--- src/rtl/wb_io_ctrl.sv ---
// wb_io_ctrl: Wishbone board I/O slave (LEDs, muxed 7-seg, keypad, step buttons).
// Define IO_CTRL_KEYSCAN_EN to build the debounced 4x4 keypad scanner.

module wb_io_dbnc #(
    parameter int DEBOUNCE_W = 16
) (
    input  logic wb_clk_i,
    input  logic wb_rst_i,
    input  logic din,
    output logic dout
);
    logic [1:0]            sync;
    logic [DEBOUNCE_W-1:0] cnt;

    // dout follows the synchronised input only after it differs for 2^DEBOUNCE_W cycles
    always_ff @(posedge wb_clk_i or posedge wb_rst_i) begin
        if (wb_rst_i) begin
            sync <= '0;
            cnt  <= '0;
            dout <= 1'b0;
        end else begin
            sync <= {sync[0], din};
            if (sync[1] == dout) cnt <= '0;
            else if (&cnt) begin
                dout <= sync[1];
                cnt  <= '0;
            end else cnt <= cnt + 1'b1;
        end
    end
endmodule

module wb_io_ctrl #(
    parameter int NUM_DIGITS = 8,
    parameter int LED_W      = 16,
    parameter int SW_W       = 8,
    parameter int SCAN_DIV_W = 17,
    parameter int DEBOUNCE_W = 16
) (
    input  logic                  wb_clk_i,
    input  logic                  wb_rst_i,
    input  logic                  wb_cyc_i,
    input  logic                  wb_stb_i,
    input  logic                  wb_we_i,
    input  logic [31:0]           wb_adr_i,
    input  logic [31:0]           wb_dat_i,
    input  logic [3:0]            wb_sel_i,
    output logic [31:0]           wb_dat_o,
    output logic                  wb_ack_o,
    output logic [LED_W-1:0]      led,
    output logic [1:0]            led_rg0,
    output logic [1:0]            led_rg1,
    output logic [NUM_DIGITS-1:0] num_csn,
    output logic [6:0]            num_a_g,
    input  logic [SW_W-1:0]       switch,
    input  logic [3:0]            btn_key_row,
    output logic [3:0]            btn_key_col,
    input  logic [1:0]            btn_step
);
    localparam int DIG_W = (NUM_DIGITS > 1) ? $clog2(NUM_DIGITS) : 1;
    localparam logic [15:0] A_LED = 16'hF000, A_RG0 = 16'hF004, A_RG1 = 16'hF008,
                            A_NLO = 16'hF010, A_NHI = 16'hF014, A_BLK = 16'hF018,
                            A_SW  = 16'hF020, A_KEY = 16'hF024, A_STP = 16'hF028;

    logic [LED_W-1:0]      led_r;
    logic [1:0]            rg0_r, rg1_r, step_r, step_db, step_db_q, step_clr;
    logic [31:0]           num_lo, num_hi, rd_data, key_rd;
    logic [NUM_DIGITS-1:0] blank_r;
    logic [SW_W-1:0]       sw_s1, sw_s2;
    logic [3:0]            row_s1, row_s2;
    logic [15:0]           adr;
    logic                  req, wr, rd, tick, unused_adr;

    assign adr        = wb_adr_i[15:0];
    assign unused_adr = ^wb_adr_i[31:16];
    assign req        = wb_cyc_i & wb_stb_i & ~wb_ack_o;
    assign wr         = req & wb_we_i;
    assign rd         = req & ~wb_we_i;
    assign led        = led_r;
    assign led_rg0    = rg0_r;
    assign led_rg1    = rg1_r;

    function automatic logic [31:0] merge(input logic [31:0] old, input logic [31:0] d,
                                          input logic [3:0] sel);
        logic [31:0] r;
        for (int b = 0; b < 4; b++) r[b*8 +: 8] = sel[b] ? d[b*8 +: 8] : old[b*8 +: 8];
        return r;
    endfunction

    function automatic logic [6:0] seg7(input logic [3:0] n);
        case (n)
            4'h0: return 7'h7E; 4'h1: return 7'h30; 4'h2: return 7'h6D; 4'h3: return 7'h79;
            4'h4: return 7'h33; 4'h5: return 7'h5B; 4'h6: return 7'h5F; 4'h7: return 7'h70;
            4'h8: return 7'h7F; 4'h9: return 7'h7B; 4'hA: return 7'h77; 4'hB: return 7'h1F;
            4'hC: return 7'h4E; 4'hD: return 7'h3D; 4'hE: return 7'h4F; default: return 7'h47;
        endcase
    endfunction

    always_ff @(posedge wb_clk_i or posedge wb_rst_i) begin
        if (wb_rst_i) begin
            sw_s1  <= '0;
            sw_s2  <= '0;
            row_s1 <= '1;
            row_s2 <= '1;
        end else begin
            sw_s1  <= switch;
            sw_s2  <= sw_s1;
            row_s1 <= btn_key_row;
            row_s2 <= row_s1;
        end
    end

    always_comb begin
        rd_data = '0;
        case (adr)
            A_LED:   rd_data = 32'(led_r);
            A_RG0:   rd_data = {30'b0, rg0_r};
            A_RG1:   rd_data = {30'b0, rg1_r};
            A_NLO:   rd_data = num_lo;
            A_NHI:   rd_data = num_hi;
            A_BLK:   rd_data = 32'(blank_r);
            A_SW:    rd_data = 32'(sw_s2);
            A_KEY:   rd_data = key_rd;
            A_STP:   rd_data = {30'b0, step_r};
            default: rd_data = '0;
        endcase
    end

    always_ff @(posedge wb_clk_i or posedge wb_rst_i) begin
        if (wb_rst_i) begin
            wb_ack_o <= 1'b0;
            wb_dat_o <= '0;
        end else begin
            wb_ack_o <= req;
            if (req) wb_dat_o <= rd_data;
        end
    end

    always_ff @(posedge wb_clk_i or posedge wb_rst_i) begin
        if (wb_rst_i) begin
            led_r   <= '1;
            rg0_r   <= '0;
            rg1_r   <= '0;
            num_lo  <= '0;
            num_hi  <= '0;
            blank_r <= '0;
        end else if (wr) begin
            case (adr)
                A_LED:   led_r   <= LED_W'(merge(32'(led_r), wb_dat_i, wb_sel_i));
                A_RG0:   if (wb_sel_i[0]) rg0_r <= wb_dat_i[1:0];
                A_RG1:   if (wb_sel_i[0]) rg1_r <= wb_dat_i[1:0];
                A_NLO:   num_lo  <= merge(num_lo, wb_dat_i, wb_sel_i);
                A_NHI:   num_hi  <= merge(num_hi, wb_dat_i, wb_sel_i);
                A_BLK:   blank_r <= NUM_DIGITS'(merge(32'(blank_r), wb_dat_i, wb_sel_i));
                default: ;
            endcase
        end
    end

    // Step buttons: rising edge of the debounced level sets a sticky flag
    for (genvar g = 0; g < 2; g++) begin : g_step
        wb_io_dbnc #(.DEBOUNCE_W(DEBOUNCE_W)) u_dbnc (
            .wb_clk_i (wb_clk_i),
            .wb_rst_i (wb_rst_i),
            .din      (btn_step[g]),
            .dout     (step_db[g])
        );
    end

    assign step_clr = (wr && adr == A_STP && wb_sel_i[0]) ? wb_dat_i[1:0] : 2'b00;

    always_ff @(posedge wb_clk_i or posedge wb_rst_i) begin
        if (wb_rst_i) begin
            step_db_q <= '0;
            step_r    <= '0;
        end else begin
            step_db_q <= step_db;
            step_r    <= (step_r & ~step_clr) | (step_db & ~step_db_q);
        end
    end

    // Display multiplexer; digit 0 shows the most significant used nibble
    logic [SCAN_DIV_W-1:0] div;
    logic [DIG_W-1:0]      dig, dig_rev;
    logic [63:0]           num_all;
    logic [5:0]            nib_base;

    assign tick     = &div;
    assign dig_rev  = DIG_W'(NUM_DIGITS - 1) - dig;
    assign num_all  = {num_hi, num_lo};
    assign nib_base = 6'({dig_rev, 2'b00});

    always_ff @(posedge wb_clk_i or posedge wb_rst_i) begin
        if (wb_rst_i) begin
            div     <= '0;
            dig     <= '0;
            num_csn <= '1;
            num_a_g <= '0;
        end else begin
            div <= div + 1'b1;
            if (tick) dig <= (dig == DIG_W'(NUM_DIGITS - 1)) ? '0 : dig + 1'b1;
            num_csn <= blank_r[dig] ? '1 : ~(NUM_DIGITS'(1) << dig_rev);
            num_a_g <= seg7(num_all[nib_base +: 4]);
        end
    end

`ifdef IO_CTRL_KEYSCAN_EN
    typedef enum logic [1:0] {K_SCAN, K_HOLD, K_REL} kstate_t;

    kstate_t               ks, ks_nxt;
    logic [1:0]            col_idx, row_enc;
    logic [3:0]            cur_code, hold_code, key_code;
    logic [DEBOUNCE_W-1:0] kcnt;
    logic                  key_vld, row_any, cnt_done, key_latch, col_adv;

    always_comb begin
        row_enc = '0;
        for (int r = 3; r >= 0; r--) if (!row_s2[r]) row_enc = 2'(r);
    end

    assign row_any     = ~&row_s2;
    assign cur_code    = {row_enc, col_idx};
    assign cnt_done    = &kcnt;
    assign btn_key_col = ~(4'b0001 << col_idx);
    assign key_rd      = {23'b0, key_vld, 4'b0, key_code};

    always_ff @(posedge wb_clk_i or posedge wb_rst_i) begin
        if (wb_rst_i) ks <= K_SCAN;
        else          ks <= ks_nxt;
    end

    always_comb begin
        ks_nxt = ks;
        case (ks)
            K_SCAN:  if (row_any) ks_nxt = K_HOLD;
            K_HOLD:  if (!row_any) ks_nxt = K_SCAN;
                     else if (cnt_done && cur_code == hold_code) ks_nxt = K_REL;
            K_REL:   if (!row_any && cnt_done) ks_nxt = K_SCAN;
            default: ks_nxt = K_SCAN;
        endcase
    end

    always_comb begin
        key_latch = (ks == K_HOLD) && row_any && cnt_done && (cur_code == hold_code);
        col_adv   = (ks == K_SCAN) && tick && !row_any;
    end

    // A latch in the same cycle as a KEY read keeps valid set
    always_ff @(posedge wb_clk_i or posedge wb_rst_i) begin
        if (wb_rst_i) begin
            col_idx   <= '0;
            hold_code <= '0;
            kcnt      <= '0;
            key_code  <= '0;
            key_vld   <= 1'b0;
        end else begin
            if (col_adv) col_idx <= col_idx + 1'b1;
            case (ks)
                K_SCAN: begin
                    kcnt      <= '0;
                    hold_code <= cur_code;
                end
                K_HOLD:
                    if (cur_code != hold_code || key_latch) begin
                        hold_code <= cur_code;
                        kcnt      <= '0;
                    end else kcnt <= kcnt + 1'b1;
                K_REL:   kcnt <= (row_any || cnt_done) ? '0 : kcnt + 1'b1;
                default: kcnt <= '0;
            endcase
            if (key_latch) begin
                key_code <= hold_code;
                key_vld  <= 1'b1;
            end else if (rd && adr == A_KEY) key_vld <= 1'b0;
        end
    end
`else
    assign btn_key_col = 4'b0000;
    assign key_rd      = {28'b0, row_s2};
`endif
endmodule

--- config.mk ---
export PLATFORM = sky130hd
export DESIGN_NAME = wb_io_ctrl
export DESIGN_NICKNAME = d
export VERILOG_FILES = /design/src/rtl/wb_io_ctrl.sv
export SDC_FILE = /design/constraint.sdc
export NUM_CORES = 1
export LEC_CHECK = 0
export BUFFER_PORTS_ARGS = -buffer_cell sky130_fd_sc_hd__buf_2
export CAP_MARGIN = 20
export CORE_ASPECT_RATIO = 1.1
export CORE_MARGIN = 10
export CORE_UTILIZATION = 55
export DETAILED_ROUTE_END_ITERATION = 8
export PLACE_DENSITY = 0.81
export SYNTH_ARGS = -nofsm -noshare
export SYNTH_HDL_FRONTEND = slang
export SYNTH_SLANG_ARGS = --single-unit
--- constraint.sdc ---
create_clock -name wb_clk_i -period 18.1 [get_ports wb_clk_i]
set_clock_uncertainty 0.15 [all_clocks]
set_input_delay 1.81 -clock wb_clk_i [delete_from_list [all_inputs] [get_ports wb_clk_i]]
set_output_delay 1.81 -clock wb_clk_i [all_outputs]
set_load 0.005 [all_outputs]
==> summary.md <==
| Metric | Value |
|---|---|
| Dpl cells | `1,135` |
| PostCTS Resize Cnt | `0` |
| Clk sink count | `226` |
| Initial antenna violation count | `2` |
| Clock-pin slew on the worst setup and hold paths | `0.06 ns` |
| Starting Density | `55.7%` |
| Area delta synth->final | `16.8%` |
| Mean Syn Cell Area | `12.5 um^2` |
| Asr flop ratio synth | `100%` |
| Avg WL per Cell | `19.4 um` |
| Synth Warn # | `0` |
| Largest net degree at the start of global routing | `154` |
| CP Data Required Time | `18.37 ns` |
| Clock latency on the worst-skew pair | `0.50 ns` |
| Routed WL | `22.8 mm` |
| Predominant post-synthesis flop cell | `dfrtp_1` |
| Largest stage delay on the critical path | `0.85 ns` |
| Mapped Area | `9800 um^2` |
| F_max | `0.252 GHz` |
| Width of the die | `147 um` |
| Area of the core | `17,600 um^2` |
| EDFF count, synth | `0` |
| Hold WC Path Type | `reg -> reg` |
| CTS tree | `done` |
| Yosys cell types | `59` |
| Type of origin of the critical path | `primary input` |
| CP dominant cell by count | `a22oi_1` |
| CTS max path bufs | `3` |
| Gr ovfl total | `0` |
| Hold-fix buffers at CTS | `0` |
| Final antenna-violating net count | `0` |
| Worst Path Buf+Inv | `1` |
| Ratio of cells with drive above 1 in the final layout | `35.9%` |
| Die height | `160 um` |
| Seq cells post-synth | `226` |
| Die area | `23,600 um^2` |
| GP Congestion | `0.875` |
| Setup TNS | `0 ns` |
| Total track usage | `19.1%` |
| Synth area leader | `dfrtp_1` |
| Synth area leaders | `dfrtp_1 50%, mux2_2 10%, dfstp_2 8.6%, nand2_1 2.8%, mux4_2 2.3%` |
| Critical path's slowest cell | `nor4_1` |
| Crit path DAT | `4.23 ns` |
| Number of remaining DRC errors | `0` |
| Fin crit share | `21.9%` |
| Worst-path fanout max | `14` |
| Via count | `6,663` |
| Pwr Density | `87.8 nW/um^2` |
| First-pass GRT wire length | `36.9 mm` |
| Final Net Count | `1,026` |
| Post-layout util | `65.0%` |
| Final Hold Viols | `0` |
| Period minus WS final | `3.96 ns` |
| VDD IR max | `0.0741 mV` |
| Final Max Tran Viols | `0` |
| Slew Limit Headroom | `30.8%` |
| Initial drt markers | `387` |
| Crit end category | `flop` |
| Non-Filler Instances | `1,177` |
| Sequential-to-total area share from yosys stat | `58.1%` |
| Crit path kind | `in -> reg` |
| Post-CTS Setup Repair Bufs | `0` |
| CTS root buffer | `clkbuf_16` |
| Max_cap viols | `0` |
| Crit-path leading delay family | `simple AND/OR/NAND/NOR gates` |
| Row count | `51` |
| Vias in the first global route | `6,991` |
| Worst-Margin Slew | `1.04 ns` |
| 1st-pass router iterations | `6` |
| Synth top area share | `49.5%` |
| Vias per std cell | `5.66` |
| CTS Buf Count | `23` |
| Power, Total | `1.01 mW` |
| Cells after synthesis | `783` |
| DP Wirelength | `16.5 mm` |
| P_leak | `5.36 nW` |
| Status | `complete, no violations` |
| IO Pins | `159` |
| # port buffers | `138` |
| RSZ-0062 raised after global routing | `no` |
| Placed inst area | `10,700 um^2` |
| # setup viols final | `0` |
| Final Cell Area | `11,400 um^2` |
| CTS H-tree depth | `1` |
| Crit-path cells | `buf_2 -> nor4_1 -> and4_1 -> a22oi_1 -> and3_1 -> a22oi_1` |
## cell usage after synthesis, drive strengths merged (19+ instances only)
| library cell | number |
|---|---|
| a22oi | 29 |
| clkbuf | 19 |
| dfrtp | 194 |
| dfstp | 32 |
| inv | 20 |
| mux2 | 98 |
| nand2 | 75 |
| nand3 | 19 |
| nor2 | 52 |
| o21ai | 38 |
| xnor2 | 22 |
| xor2 | 19 |
## state kept, by name, summed over array words and instances, names as in the netlist, 3 cells and up
name and cells:
g_step.u_dbnc.cnt 32, num_hi 32, num_lo 32, wb_dat_o 32
div 17, led 16, blank_r 8, num_csn 8
sw_s1 8, sw_s2 8, num_a_g 7, g_step.u_dbnc.sync 4
row_s1 4, row_s2 4, dig 3
## power by group
| group | internal, mW | switching [mW] |
|---|---|---|
| combinational | 0.00875 | 0.0222 |
| clock | 0.277 | 0.184 |
| sequential | 0.511 | 0.00233 |
| total | 0.796 | 0.209 |
## logic make-up (layout without fill, tap and decap cells)
kind of cell             count (synthesis)  after routing  synth area share, %
XOR/XNOR                                41             41                 3.66
adder cells (fa/ha/maj)                 17             17                 2.17
multiplexers                           110            110                 14.1
other                                    1              7               0.0382
buffers and inverters                   53            203                 2.35
flip-flops                             226            226                 58.1
AND/OR/NAND/NOR                        221            221                 11.9
AO/OA/AOI/OAI                          114            114                 7.77
## through the flow
step | hold slack [ns] | worst slack, ns
2_1_floorplan | 0.181 | 10.00
3_3_place_gp | 0.185 | 13.73
3_5_place_dp | 0.185 | 13.68
4_1_cts | 0.194 | 14.20
5_1_grt | 0.205 | 14.01
6_report | 0.192 | 14.14
## area by class of cell
type	instances	area, um^2
Fill cell	1390	6160
Multi-Input combinational cell	507	3890
Tap cell	238	298
Clock buffer	30	642
Clock inverter	9	100
Inverter	21	86.3
Timing Repair Buffer	143	728
Sequential cell	226	5700
Antenna cell	3	7.51
## per-layer routing
layer  up-vias  global-route usage (%)  wire, um  part of all wire, %
li1       3091                       -         -                    -
met1      3333                    22.8      9160                   40
met3        35                    4.32      1400                  6.1
met2       204                    33.2     11700                   51
met4         0                    6.22       530                  2.3
met5         -                       0         0                    0
## worst paths after layout
check,startpoint,to,slack [ns],cells past startpoint
max,wb_adr_i[3],wb_dat_o[3],14.14,6
min,sw_s1[2],sw_s2[2],0.19,0
max reg2reg,dig[2],num_a_g[6],15.28,5
min reg2reg,sw_s1[2],sw_s2[2],0.19,0
max in group asynchronous,wb_rst_i,step_db_q[0],14.86,3
min in group asynchronous,wb_rst_i,sw_s1[4],1.33,2
## cell usage in the layout, fill, tap and decap left out, drive strengths merged, types with 8 or more instances in the layout
cell,instances
a222oi,10
nor2,52
nor3,8
nand3,19
and3,9
dfrtp,194
a22oi,29
nand4,17
nand2,75
xor2,19
xnor2,22
o21ai,38
inv,20
clkbuf,30
dfstp,32
mux4,10
ha,17
buf,143
nor4,8
a21oi,17
mux2,98
Note: power is estimated with default switching activity, not from simulation.
